===== config.mk =====
export PLATFORM = sky130hd
export DESIGN_NAME = decoder_seq
export DESIGN_NICKNAME = d
export VERILOG_FILES = /design/src/rtl/decoder_pkg.sv /design/src/rtl/onehot_dec.sv /design/src/rtl/decoder_seq.sv
export SDC_FILE = /design/constraint.sdc
export NUM_CORES = 1
export LEC_CHECK = 0
export BUFFER_PORTS_ARGS = -buffer_cell sky130_fd_sc_hd__buf_2
export CAP_MARGIN = 20
export CORE_UTILIZATION = 50
export CTS_CLUSTER_SIZE = 25
export DETAILED_ROUTE_END_ITERATION = 16
export GPL_ROUTABILITY_DRIVEN = 0
export MAX_ROUTING_LAYER = met4
export PLACE_DENSITY = 0.75
export SYNTH_ARGS = -nofsm -noshare
export SYNTH_HDL_FRONTEND = slang
export SYNTH_HIERARCHICAL = 1
export SYNTH_SLANG_ARGS = --single-unit

===== constraint.sdc =====
create_clock -name clka -period 2.5 [get_ports clka]
set_input_delay 0.125 -clock clka [delete_from_list [all_inputs] [get_ports clka]]
set_output_delay 0.125 -clock clka [all_outputs]
set_load 0.005 [all_outputs]

===== src/rtl/decoder_pkg.sv =====
// Shared definitions for the decoder_seq block.
//   state_e     : FSM state encoding (IDLE/DIRECT/SCAN)
//   MODE_*      : values of the mode input
//   DIR_*       : values of the scan direction input
package decoder_pkg;

  typedef enum logic [1:0] {
    IDLE   = 2'd0,
    DIRECT = 2'd1,
    SCAN   = 2'd2
  } state_e;

  localparam logic MODE_DIRECT = 1'b0;
  localparam logic MODE_SCAN   = 1'b1;

  localparam logic DIR_UP   = 1'b0;
  localparam logic DIR_DOWN = 1'b1;

endpackage


===== src/rtl/onehot_dec.sv =====
// Purely combinational binary to one-hot converter.
//   bin_i    : binary index, IN_W bits
//   onehot_o : 2^IN_W-bit vector with exactly bit[bin_i] set
module onehot_dec #(
  parameter int unsigned IN_W = 3
) (
  input  logic [IN_W-1:0]      bin_i,
  output logic [(2**IN_W)-1:0] onehot_o
);

  always_comb begin
    onehot_o        = '0;
    onehot_o[bin_i] = 1'b1;
  end

endmodule


===== src/rtl/decoder_seq.sv =====
// Registered one-hot decoder with a built-in scan sequencer.
//   clka  : clock, rising edge
//   rst_n : asynchronous active-low reset
//   E     : block enable, 0 forces outputs low (IDLE)
//   mode  : 0 = direct (load/hold), 1 = scan
//   load  : one-cycle strobe capturing In as the new index
//   In    : binary index to capture
//   div   : scan step period minus one, in cycles
//   dir   : scan direction, 0 = up, 1 = down
//   Out   : registered one-hot select, zero when idle
//   idx   : registered current index
//   wrap  : one-cycle pulse coincident with a scan wrap-around
module decoder_seq
  import decoder_pkg::*;
#(
  parameter int unsigned IN_W  = 3,
  parameter int unsigned DIV_W = 8
) (
  input  logic                 clka,
  input  logic                 rst_n,
  input  logic                 E,
  input  logic                 mode,
  input  logic                 load,
  input  logic [IN_W-1:0]      In,
  input  logic [DIV_W-1:0]     div,
  input  logic                 dir,
  output logic [(2**IN_W)-1:0] Out,
  output logic [IN_W-1:0]      idx,
  output logic                 wrap
);

  localparam int unsigned OUT_W = 2**IN_W;

  state_e             state_q, state_d;
  logic [IN_W-1:0]    idx_q,   idx_d;
  logic [DIV_W-1:0]   psc_q,   psc_d;
  logic               wrap_q,  wrap_d;
  logic [OUT_W-1:0]   out_q,   out_d;
  logic [OUT_W-1:0]   dec_onehot;

  // Next state is resolved first so that the edge which enters a state
  // already applies that state's behaviour (e.g. E rising with load high
  // captures In immediately).
  always_comb begin
    state_d = state_q;
    idx_d   = idx_q;
    psc_d   = psc_q;
    wrap_d  = 1'b0;

    if (!E) begin
      state_d = IDLE;
    end else begin
      state_d = (mode == MODE_SCAN) ? SCAN : DIRECT;

      if (load) begin
        idx_d = In;
        if (state_d == SCAN) begin
          psc_d = '0;
        end
      end else if (state_d == SCAN) begin
        if (state_q != SCAN) begin
          // Entry into scan restarts the step period without stepping.
          psc_d = '0;
        end else if (psc_q == div) begin
          psc_d = '0;
          if (dir == DIR_UP) begin
            idx_d  = idx_q + 1'b1;
            wrap_d = (idx_q == '1);
          end else begin
            idx_d  = idx_q - 1'b1;
            wrap_d = (idx_q == '0);
          end
        end else begin
          psc_d = psc_q + 1'b1;
        end
      end
    end
  end

  // Decoding the next index keeps Out aligned with idx in the same cycle.
  onehot_dec #(
    .IN_W (IN_W)
  ) u_dec (
    .bin_i    (idx_d),
    .onehot_o (dec_onehot)
  );

  always_comb begin
    out_d = (state_d == IDLE) ? '0 : dec_onehot;
  end

  always_ff @(posedge clka or negedge rst_n) begin
    if (!rst_n) begin
      state_q <= IDLE;
      idx_q   <= '0;
      psc_q   <= '0;
      wrap_q  <= 1'b0;
      out_q   <= '0;
    end else begin
      state_q <= state_d;
      idx_q   <= idx_d;
      psc_q   <= psc_d;
      wrap_q  <= wrap_d;
      out_q   <= out_d;
    end
  end

  assign Out  = out_q;
  assign idx  = idx_q;
  assign wrap = wrap_q;

endmodule


==> impl_metrics.tcl <==
set metrics [dict create \
    nets 176 \
    seq_area_um2 551 \
    fin_cells 184 \
    core_area_mm2 0.00228 \
    post-route-drc-count 0 \
    syn_nets 144 \
    viasPerCell 5.43 \
    leakage_nw 0.754 \
    hold_viol_final 0 \
    setup_viol 0 \
    final.period_utilization_pct 90.9 \
    numCtsBuffers 3 \
    period_minus_slack_ps 2270 \
    slew-limit-headroom_pct 67.6 \
    rows 17 \
    die_w_um 51.7 \
    startpoint_type "register" \
    hold_buffers 2 \
    worstSkewPairLatency_ps 310 \
    p_per_area_mw_per_mm2 544 \
    cts_setup_buffers 0 \
    final_util_pct 64.8 \
    final_common_cell "buf_2" \
    yosysSeqAreaShare_pct 44.6 \
    routedWlPerCell_um 13.7 \
    slew_viol_final 0 \
    htreeDepth 1 \
    cts_sinks 22 \
    preCtsSetupSlack_ps 238 \
    final.setup_skew_ps 6.72 \
    final_cell_mix "buf_2 (28), dfrtp_1 (22), inv_1 (11)" \
    cts_tree "yes" \
    drive_above_1_share_pct 28.8 \
    peakVddDrop_uv 400 \
    dr.pass1.iters 4 \
    cap_violations 0 \
    dp_cells 178 \
    fp.dieH_um 51.7 \
    tns_ps 0 \
    place_hpwl_mm 1.89 \
    portBuffers 28 \
    arrival_ps 2490 \
    dieArea_mm2 0.00267 \
    status "finished, final reports clean" \
    fmax_ghz 0.440 \
    syn_inst 125 \
    grt_pass1_vias 893 \
    nFillCells 183 \
    ys_types 38 \
    synth_flop_cell "dfrtp_1" \
    worst-setup-path-type "reg2reg" \
    clk_pin_slew_ps 130 \
    diodes 0 \
    design_area_mm2 0.00148 \
    grt_max_degree 23 \
    ys_warn_count 6 \
    synthArstFlopShare_pct 100 \
    grt.total_usage_pct 21.6 \
    overflow 0 \
    drt-initial-drc-count 16 \
    place_area_mm2 0.00140 \
    ys_seq_elements 22 \
    wl_mm 2.52 \
    rsz0062_at_grt "no" \
    crit_required_ps 2720 \
    syn_avg_cell_area_um2 9.88 \
    cp_max_fo 9 \
    synth_area_mm2 0.00123 \
    antenna_found_initial 0 \
    root_buffer "clkbuf_4" \
    endpoint_kind "register" \
    hold_path.class "in2reg" \
    clock_path_buffers 2 \
    worst_slack_ps 227 \
    io_pins 29 \
    synth_edf_count 0 \
    ant_nets 0 \
    multiInputGateArea_um2 628 \
    num_vias 999 \
    worst_pin_slew_ps 486 \
    cts_resized 0 \
    grt_pass1_wl_mm 3.97 \
    initial_core_util_pct 54.3 \
    syn_to_final_growth_pct 19.5 \
]
[cell usage after synthesis, types with 2 or more instances]
master	instances	share of area (%)
dfrtp_1	22	45
nand2_1	8	2.4
nand4_1	4	2.0
a22o_2	2	1.6
nand3_1	5	2.0
clkbuf_1	4	1.2
o21ai_0	2	0.81
xor2_1	9	6.4
and3_1	3	1.5
nor2_1	4	1.2
inv_1	11	3.3
and3b_2	3	2.4
a21oi_1	5	2.0
nor3b_1	4	2.4
and3_2	2	1.2
nor3_1	6	2.4
o22ai_1	3	1.5
and2_1	8	4.1
[worst max-delay path, stage by stage (launching register included)]
cell and delay (ps):
dfrtp_1 450, xor2_1 190, nor4_4 410, nand4_1 260, o211ai_1 170, o311a_1 330
and3b_2 230, and2_1 150
[cells by family (layout without fill, tap and decap cells)]
group	Yosys count	after routing	synth area share (%)
simple gates	54	54	26.9
compound gates	21	21	13.3
fa+ha+maj	2	2	2.63
mux	2	2	1.72
buf+inv	15	46	4.56
flops	22	22	44.6
xor+xnor	9	9	6.38
[through the flow]
step | hold WS, ps | power (W)
detailed placement | 115 | 0.000535
floorplan | -171 | 0.000479
finish | 70.5 | 0.000803
global route | 64.3 | 0.000845
global placement | 105 | 0.000528
CTS | 59.3 | 0.000810
[final timing paths]
path	from	end	slack [ps]	depth (start not counted)
max	psc_q[5]	Out[5]	230	7
min	load	wrap	70	2
max reg2reg	psc_q[5]	Out[5]	230	7
min reg2reg	psc_q[0]	psc_q[0]	600	1
max in group asynchronous	rst_n	Out[2]	1890	2
min in group asynchronous	rst_n	wrap	280	2
[flip-flops by register name, summed over array words and instances, names as in the netlist]
register,cells
wrap,1
idx,3
state_q,2
psc_q,8
Out,8
[per-layer routing]
layer / track usage [%] / share of wire [%] / up-vias
met2: 32.9 / 48 / 19
met3: 4.09 / 3.7 / 2
met1: 28.1 / 47 / 474
li1: - / - / 504
met4: 9.46 / 0.64 / 0
met5: - / 0 / -
[report_power, final]
part	internal (W)	switching, W	total (W)
clock	0.000162	0.000112	0.000274
combinational	0.0000644	0.0000782	0.000143
sequential	0.000374	0.0000130	0.000387
[cell type report]
class                   count  area share (%)
clock inverters             1            2.04
well taps                  28            2.37
flip-flops and latches     22            37.3
repair buffers             31            11.4
clock buffers               3            1.53
multi-input cells          88            42.6
inverters                  11            2.80
Power figures use the tool's default switching activity.
